$ cat src/rtl/elevator_scan_controller_pkg.sv
// Shared types for the SCAN elevator controller.
// Holds FSM state encoding and default sizing parameters.
package elevator_scan_controller_pkg;

  typedef enum logic [1:0] {
    S_IDLE      = 2'd0,
    S_MOVE_UP   = 2'd1,
    S_MOVE_DOWN = 2'd2,
    S_DOOR_OPEN = 2'd3
  } state_e;

  localparam int DEF_N_FLOORS    = 4;
  localparam int DEF_FLOOR_W     = 2;
  localparam int DEF_DOOR_CYCLES = 8;

endpackage

$ cat src/rtl/elevator_scan_controller_door_timer.sv
// Door hold timer: load reloads to CYCLES-1, en counts down to 0.
// Ports: clk, reset (async high), load, en in; done out (count is 0).
module elevator_scan_controller_door_timer #(
  parameter int CYCLES = 8
) (
  input  logic clk,
  input  logic reset,
  input  logic load,
  input  logic en,
  output logic done
);

  localparam int W = $clog2(CYCLES);

  logic [W-1:0] cnt_q, cnt_d;

  always_comb begin
    cnt_d = cnt_q;
    if (load) begin
      cnt_d = W'(CYCLES - 1);
    end else if (en && (cnt_q != '0)) begin
      cnt_d = cnt_q - W'(1);
    end
  end

  always_ff @(posedge clk or posedge reset) begin
    if (reset) begin
      cnt_q <= '0;
    end else begin
      cnt_q <= cnt_d;
    end
  end

  assign done = (cnt_q == '0);

endmodule

$ cat src/rtl/elevator_scan_controller.sv
// SCAN elevator controller: pending-call bitmap, floor tracking, motor/door FSM.
// Ports: clk, reset, req_valid/req_floor, floor_tick in; floor, motors, door, served, pending, sensor_err out.
module elevator_scan_controller
  import elevator_scan_controller_pkg::*;
#(
  parameter int N_FLOORS    = DEF_N_FLOORS,
  parameter int FLOOR_W     = DEF_FLOOR_W,
  parameter int DOOR_CYCLES = DEF_DOOR_CYCLES
) (
  input  logic                clk,
  input  logic                reset,
  input  logic                req_valid,
  input  logic [FLOOR_W-1:0]  req_floor,
  input  logic                floor_tick,
  output logic [FLOOR_W-1:0]  actual_floor,
  output logic                motor_up,
  output logic                motor_down,
  output logic                door_open,
  output logic                served,
  output logic [N_FLOORS-1:0] pending,
  output logic                sensor_err
);

  localparam logic [FLOOR_W-1:0] TOP_FLOOR = FLOOR_W'(N_FLOORS - 1);

  state_e state_q, state_d;
  logic [FLOOR_W-1:0]  floor_q, floor_d;
  logic [N_FLOORS-1:0] pending_q, pending_d;
  logic                dir_up_q, dir_up_d;
  logic                sensor_err_q, sensor_err_d;
  logic                served_q, served_d;

  logic [FLOOR_W-1:0]  floor_up, floor_dn;
  logic [N_FLOORS-1:0] req_hot, cur_hot, up_hot, dn_hot;
  logic [N_FLOORS-1:0] above, below;
  logic [N_FLOORS-1:0] set_hot, clr_hot;
  logic                tmr_load, tmr_done;

  assign floor_up = floor_q + FLOOR_W'(1);
  assign floor_dn = floor_q - FLOOR_W'(1);

  // One-hot decodes; out-of-range request floors match no bit.
  always_comb begin
    req_hot = '0;
    cur_hot = '0;
    up_hot  = '0;
    dn_hot  = '0;
    above   = '0;
    below   = '0;
    for (int i = 0; i < N_FLOORS; i++) begin
      req_hot[i] = req_valid && (req_floor == FLOOR_W'(i));
      cur_hot[i] = (floor_q == FLOOR_W'(i));
      up_hot[i]  = (floor_up == FLOOR_W'(i));
      dn_hot[i]  = (floor_dn == FLOOR_W'(i));
      above[i]   = pending_q[i] && (FLOOR_W'(i) > floor_q);
      below[i]   = pending_q[i] && (FLOOR_W'(i) < floor_q);
    end
  end

  always_comb begin
    state_d      = state_q;
    floor_d      = floor_q;
    dir_up_d     = dir_up_q;
    sensor_err_d = sensor_err_q;
    served_d     = 1'b0;
    tmr_load     = 1'b0;
    clr_hot      = '0;
    set_hot      = req_hot;

    unique case (state_q)
      S_IDLE: begin
        if (floor_tick) begin
          sensor_err_d = 1'b1;
        end
        if (|(pending_q & cur_hot)) begin
          state_d  = S_DOOR_OPEN;
          clr_hot  = cur_hot;
          served_d = 1'b1;
          tmr_load = 1'b1;
        end else if ((|above) && (|below)) begin
          state_d = dir_up_q ? S_MOVE_UP : S_MOVE_DOWN;
        end else if (|above) begin
          state_d  = S_MOVE_UP;
          dir_up_d = 1'b1;
        end else if (|below) begin
          state_d  = S_MOVE_DOWN;
          dir_up_d = 1'b0;
        end
      end

      S_MOVE_UP: begin
        if (floor_tick) begin
          if (floor_q == TOP_FLOOR) begin
            sensor_err_d = 1'b1;
            state_d      = S_IDLE;
          end else begin
            floor_d = floor_up;
            // A call for the arrival floor in the same cycle is
            // absorbed by this stop rather than left pending.
            if (|((pending_q | req_hot) & up_hot)) begin
              state_d  = S_DOOR_OPEN;
              clr_hot  = up_hot;
              served_d = 1'b1;
              tmr_load = 1'b1;
            end
          end
        end
      end

      S_MOVE_DOWN: begin
        if (floor_tick) begin
          if (floor_q == '0) begin
            sensor_err_d = 1'b1;
            state_d      = S_IDLE;
          end else begin
            floor_d = floor_dn;
            if (|((pending_q | req_hot) & dn_hot)) begin
              state_d  = S_DOOR_OPEN;
              clr_hot  = dn_hot;
              served_d = 1'b1;
              tmr_load = 1'b1;
            end
          end
        end
      end

      S_DOOR_OPEN: begin
        if (floor_tick) begin
          sensor_err_d = 1'b1;
        end
        // A call for the open floor holds the door instead of latching.
        set_hot = req_hot & ~cur_hot;
        if (|(req_hot & cur_hot)) begin
          tmr_load = 1'b1;
        end else if (tmr_done) begin
          state_d = S_IDLE;
        end
      end
    endcase

    pending_d = (pending_q | set_hot) & ~clr_hot;
  end

  elevator_scan_controller_door_timer #(
    .CYCLES(DOOR_CYCLES)
  ) u_door_timer (
    .clk  (clk),
    .reset(reset),
    .load (tmr_load),
    .en   (state_q == S_DOOR_OPEN),
    .done (tmr_done)
  );

  always_ff @(posedge clk or posedge reset) begin
    if (reset) begin
      state_q      <= S_IDLE;
      floor_q      <= '0;
      pending_q    <= '0;
      dir_up_q     <= 1'b1;
      sensor_err_q <= 1'b0;
      served_q     <= 1'b0;
    end else begin
      state_q      <= state_d;
      floor_q      <= floor_d;
      pending_q    <= pending_d;
      dir_up_q     <= dir_up_d;
      sensor_err_q <= sensor_err_d;
      served_q     <= served_d;
    end
  end

  assign actual_floor = floor_q;
  assign motor_up     = (state_q == S_MOVE_UP);
  assign motor_down   = (state_q == S_MOVE_DOWN);
  assign door_open    = (state_q == S_DOOR_OPEN);
  assign served       = served_q;
  assign pending      = pending_q;
  assign sensor_err   = sensor_err_q;

endmodule

$ cat config.mk
export PLATFORM = sky130hd
export DESIGN_NAME = elevator_scan_controller
export DESIGN_NICKNAME = d
export VERILOG_FILES = /design/src/rtl/elevator_scan_controller_pkg.sv /design/src/rtl/elevator_scan_controller_door_timer.sv /design/src/rtl/elevator_scan_controller.sv
export SDC_FILE = /design/constraint.sdc
export NUM_CORES = 1
export LEC_CHECK = 0
export CAP_MARGIN = 20
export CORE_MARGIN = 2
export CORE_UTILIZATION = 25
export DETAILED_ROUTE_END_ITERATION = 8
export SLEW_MARGIN = 0
export SYNTH_ARGS = -nofsm -noshare
export SYNTH_HDL_FRONTEND = slang
export SYNTH_SLANG_ARGS = --single-unit
$ cat constraint.sdc
create_clock -name clk -period 2.4 [get_ports clk]
set_input_delay 0.36 -clock clk [delete_from_list [all_inputs] [get_ports clk]]
set_output_delay 0.36 -clock clk [all_outputs]
set_load 0.05 [all_outputs]
==> flow_summary.yaml, run 1 <==
run_status:
  status: "complete, no violations"
layout:
  finish.net_count: 180
  drive_gt1_frac: 0.174
  fillCellCount: 500
  antenna_cells: 0
  utilization: 0.329
  area_growth_pct: 27.5
  instances_no_fill: 215
grt:
  grt_usage: 0.117
  overflow: 0
  antenna_found_initial: 0
  grt_max_degree: 15
  grt_pass1_vias: 1048
  grt_first_pass_wirelength_mm: 4.95
yosys:
  syn_area_um2: 1210
  synth_top_family_by_area: "compound AO/OA/AOI/OAI gates"
  synth-compound-area-share: 0.272
  ys.warnings.count: 0
  synthAdderAreaFrac: 0.124
  ys_types: 40
  yosysSeqAreaShare: 0.291
  synthesis.nets: 153
  ys_seq_elements: 14
  synth-simple-area-share: 0.161
  synth_xor_area_frac: 0.0217
  synth-edff-count: 0
  netlist_instances: 135
  avgSynthCellArea_um2: 8.96
  synth_mux_area_frac: 0.0538
  async_flop_share: 1.00
  synth_ff_type: "dfrtp_1"
sta:
  min_period_ns: 2.28
  finalSetupViolCount: 0
  hold_viol: 0
  finalWorstSetupSlack_ns: 0.123
  timing.final.crit_share: 0.949
  hold_ws_ns: 0.462
  drv_slew: 0
  tightest_slew_ns: 0.573
  relSlewSlack: 0.618
  skew_ns: 0.00666
  setup_tns_ns: 0
  fmax_ghz: 0.439
drt:
  wl_per_cell_um: 13.8
  drt-pass1-iter-count: 5
  num_vias: 1119
  drtIter0Drc: 95
  via_per_inst: 5.20
  drc_errors: 0
  routed_wl_mm: 2.97
  ant_nets: 0
clock_network:
  hold_buffers: 0
  tritoncts: "yes"
  cts_sinks: 14
  clk_pin_slew_ns: 0.06
  numCtsBuffers: 3
  max-clock-path-buffers: 2
  clk_latency_ns: 0.25
  root_buffer: "clkbuf_8"
  cts.htree.levels: 1
floorplan:
  chipHeight_um: 73.6
  ios: 17
  die_w_um: 73.6
  dieArea_um2: 5410
  initial_core_util: 0.258
  coreArea_um2: 4690
  rows: 25
critical_path:
  crit_type: "reg -> reg"
  path_max_fanout: 10
  critPathBufInv: 2
  cp_data_required_time_ns: 2.54
  critPathMaxStageDelay_ns: 0.46
  cp.arrival_ns: 2.42
  slowest_stage: "a21oi_1"
  reg2reg_slack_ns: 0.12
  crit_path_cell_trace: "inv_1 -> ha_1 -> nand4bb_1 -> and3_1 -> a21oi_1 -> buf_4 -> nand2_1 -> o2bb2ai_1"
  cpLargestDelayFamily: "compound AO/OA/AOI/OAI gates"
  start_kind: "flop"
  cp-end-kind: "flop"
place:
  dp_hpwl_mm: 2.19
  gp_congestion: 0.839
  dp.cells: 210
  pre_cts_slack_ns: -0.0545
  io_buffers: 16
hold_path:
  hold_class: "in -> async"
power_and_ir_drop:
  power.density_nw_per_um2: 1530
  max-vdd-ir-drop_mv: 0.750
  p_leak_nw: 0.674
run:
  max-cap-violations: 0
==> sequential cells by signal, summed over array words and instances (netlist names) <==
name and count:
dir_up_q 1, u_door_timer.cnt_q 3, actual_floor 2, state_q 2
pending 4, served 1, sensor_err 1
==> cells by family (layout without fill, tap and decap cells) <==
group	Yosys count	count (layout)
AO/OA/AOI/OAI	43	43
AND/OR/NAND/NOR	39	39
buffers and inverters	18	44
multiplexers	6	6
flip-flops	14	14
adder cells (fa/ha/maj)	12	12
XOR/XNOR	3	3
==> final timing paths <==
path,cells past startpoint,startpoint,endpoint
setup / recovery,8,actual_floor[1],pending[2]
hold / removal,2,reset,u_door_timer.cnt_q[1]
setup reg to reg,8,actual_floor[1],pending[2]
hold reg to reg,1,sensor_err,sensor_err
max in group asynchronous,2,reset,actual_floor[0]
min in group clk,1,sensor_err,sensor_err
==> repair_timing <==
item,in CTS,in global routing
buffers inserted,0,1
setup endpoints to repair,0,6
gates resized for setup,0,1
==> worst reg2reg max path, delay by kind of cell (launching register included) <==
family                     cells  cell delay [ns]
adders and majority gates      1             0.40
and+or+nand+nor                3             0.38
buffers and inverters          2             0.36
AOI/OAI and AO/OA              2             0.60
DFF                            1             0.44
==> synth_stat cells, drive strengths merged, types with 2 or more instances <==
master | number | area (um2)
dfrtp | 13 | 325
inv | 13 | 48.8
ha | 12 | 150
a21oi | 11 | 55.1
nand2 | 11 | 41.3
nor2 | 7 | 26.3
a222oi | 5 | 50.1
buf | 5 | 43.8
nand3 | 5 | 25.0
o211ai | 5 | 47.5
o21ai | 5 | 25.0
mux2 | 4 | 45.0
nor3 | 4 | 20.0
a21o | 3 | 22.5
a22oi | 3 | 22.5
nand2b | 3 | 18.8
nor2b | 3 | 18.8
and3 | 2 | 12.5
mux2i | 2 | 20.0
xnor2 | 2 | 17.5
==> routing by layer <==
layer | vias up | wire length (um) | global-route usage
met5 | - | 0 | 0
met4 | 0 | 14 | 0.0242
met3 | 2 | 184 | 0.0329
met2 | 32 | 1310 | 0.178
met1 | 538 | 1460 | 0.166
li1 | 547 | - | -
==> where the power goes <==
part / switching [mW] / internal (mW) / total (mW)
clock: 0.0907 / 0.146 / 0.236
sequential: 0.130 / 0.349 / 0.478
combinational: 0.964 / 0.677 / 1.64
==> final cells by class <==
cell class / count / area [um2] / share of cell area
inverter: 13 / 48.8 / 0.0316
multi-input combinational: 103 / 777 / 0.504
timing repair buffer: 27 / 240 / 0.156
clock buffer: 4 / 55.1 / 0.0357
sequential: 14 / 354 / 0.230
tap: 54 / 67.6 / 0.0438
==> placed cells by master (no fill, tap or decap), types with 3 or more instances in the layout <==
| master | n |
|---|---|
| inv_1 | 13 |
| o21ai_0 | 5 |
| dfrtp_1 | 11 |
| nand2b_1 | 3 |
| buf_4 | 12 |
| o211ai_1 | 3 |
| a22oi_1 | 3 |
| a222oi_1 | 5 |
| nor2_1 | 7 |
| ha_1 | 12 |
| a21o_1 | 3 |
| clkbuf_8 | 4 |
| nand3_1 | 5 |
| nor2b_1 | 3 |
| nand2_1 | 11 |
| a21oi_1 | 11 |
| nor3_1 | 4 |
| clkdlybuf4s50_1 | 15 |
| mux2_2 | 3 |
==> metrics by stage <==
| stage | power (mW) | area (um2) |
|---|---|---|
| finish | 2.36 | 1540 |
| detailed placement | 2.06 | 1470 |
| CTS | 2.32 | 1520 |
| global placement | 2.06 | 1470 |
| global route | 2.53 | 1540 |
| floorplan | 1.65 | 1210 |
Power figures use the tool's default switching activity.
==> run 2: changes to the inputs <==
--- a/config.mk
+++ b/config.mk
@@ -9,7 +9,6 @@
 export CORE_MARGIN = 2
 export CORE_UTILIZATION = 25
 export DETAILED_ROUTE_END_ITERATION = 8
-export SLEW_MARGIN = 0
 export SYNTH_ARGS = -nofsm -noshare
 export SYNTH_HDL_FRONTEND = slang
 export SYNTH_SLANG_ARGS = --single-unit
==> results of run 2 <==
Same layout as run 1: the final DEF is identical, and so are final timing and power.
==> run 3: changes to the inputs <==
==> constraint.sdc (replaced) <==
create_clock -name clk -period 1.98 [get_ports clk]
set_input_delay 0.297 -clock clk [delete_from_list [all_inputs] [get_ports clk]]
set_output_delay 0.297 -clock clk [all_outputs]
set_load 0.05 [all_outputs]
==> run 3 against run 2 <==
  * The run now ends with setup timing left
  * Critical endpoint is now pending[1]
  * Final cell count increased by 19%
  * Via count increased by 15%
  * Wire length increased by 23%
==> flow_summary.yaml, run 3 (synthesis results as in run 1) <==
place:
  dp_hpwl_mm: 2.66
  gp_congestion: 0.818
  io_buffers: 16
  dp.cells: 243
  dpl_cell_area_um2: 1740
layout:
  final_common_cell: "buf_4"
  drive_gt1_frac: 0.458
  instances_no_fill: 255
  layout_common_cells: "buf_4, inv_1, dfrtp_1"
  utilization: 0.428
  finish.net_count: 220
  area_growth_pct: 66.0
  antenna_cells: 0
  largest_reg_flops: 4
  fin_area_um2: 2010
clock_network:
  tritoncts: "yes"
  max-clock-path-buffers: 2
  clk_latency_ns: 0.25
  root_buffer: "clkbuf_8"
  cts.htree.levels: 1
  hold_buffers: 0
  numCtsBuffers: 3
  cts_sinks: 14
  clk_pin_slew_ns: 0.06
sta:
  finalWorstSetupSlack_ns: -0.110
  min_period_ns: 2.09
  finalSetupViolCount: 9
  timing.final.crit_share: 1.06
  relSlewSlack: 0.626
  rsz0062_at_grt: "yes"
  fmax_ghz: 0.478
  drv_slew: 0
  hold_viol: 0
  tightest_slew_ns: 0.560
  hold_ws_ns: 0.399
  skew_ns: 0.00299
grt:
  grt_max_degree: 15
  antenna_found_initial: 0
  grt_usage: 0.145
  overflow: 0
  grt_pass1_vias: 1287
  grt_first_pass_wirelength_mm: 6.08
critical_path:
  rr_startpoint: "actual_floor[1]"
  critPathLaunch: "actual_floor[1]"
  crit_type: "reg -> reg"
  path_max_fanout: 7
  start_kind: "flop"
  cp.arrival_ns: 2.28
  cp-end-kind: "flop"
  cp_data_required_time_ns: 2.17
floorplan:
  rows: 25
  ios: 17
  chipHeight_um: 73.6
  initial_core_util: 0.258
  dieArea_um2: 5410
  die_w_um: 73.6
  coreArea_um2: 4690
drt:
  drt-pass1-iter-count: 4
  drtIter0Drc: 131
  ant_nets: 0
  via_per_inst: 5.04
  num_vias: 1285
  drc_errors: 0
  routed_wl_mm: 3.66
  wl_per_cell_um: 14.3
run_status:
  status: "complete, but fails checks"
  violations: "setup timing"
power_and_ir_drop:
  max-vdd-ir-drop_mv: 1.13
  total_power_mw: 3.74
  p_leak_nw: 0.893
  power.density_nw_per_um2: 1860
hold_path:
  hold_class: "in -> async"
run:
  max-cap-violations: 0
-- run 3: metrics by stage --
| stage | setup slack [ns] | TNS [ns] |
|---|---|---|
| 2_1_floorplan | -0.264 | -1.49 |
| 3_3_place_gp | -0.300 | -2.06 |
| 3_5_place_dp | -0.370 | -2.39 |
| 4_1_cts | -0.0720 | -0.330 |
| 5_1_grt | -0.180 | -1.33 |
| 6_report | -0.110 | -0.607 |
-- run 3: final timing paths --
| check | endpoint | slack, ns | cells after the start |
|---|---|---|---|
| setup / recovery | pending[1] | -0.11 | 8 |
| hold reg to reg | sensor_err | 0.46 | 1 |
| setup reg to reg | pending[1] | -0.11 | 8 |
| max in group asynchronous | actual_floor[0] | 1.16 | 2 |
| min in group clk | sensor_err | 0.46 | 1 |
| hold / removal | u_door_timer.cnt_q[2] | 0.40 | 2 |
-- run 3: where the power goes --
part           leakage [nW]  switching, mW  internal [mW]
Combinational         0.713           1.45           1.41
Clock                0.0288          0.106          0.176
Sequential            0.152          0.172          0.427
-- run 3: worst max-delay path, stage by stage, from the launching register on --
cell,delay [ns]
dfrtp_2,0.45
buf_4,0.16
ha_4,0.18
mux2_4,0.29
o211ai_4,0.22
a21oi_4,0.10
buf_6,0.12
a222oi_1,0.31
o22a_1,0.18
-- run 3: final cells by class --
cell class	instances	area, um2
flip-flops and latches	14	357
fillers	471	2680
clock buffers	4	55.1
inverters	13	56.3
repair buffers	67	554
multi-input cells	103	918
well taps	54	67.6
-- run 3: timing repair --
action,CTS,global route
endpoints found under the hold margin,0,0
pin swaps,11,11
gates cloned,0,0
gates resized for setup,18,14
buffers inserted,5,4
endpoints found under the setup margin,10,10
-- run 3: layer usage --
metal	share of wire	GRT usage
met5	0	0
met4	0.015	0.0364
met2	0.49	0.238
met1	0.45	0.194
met3	0.044	0.0302
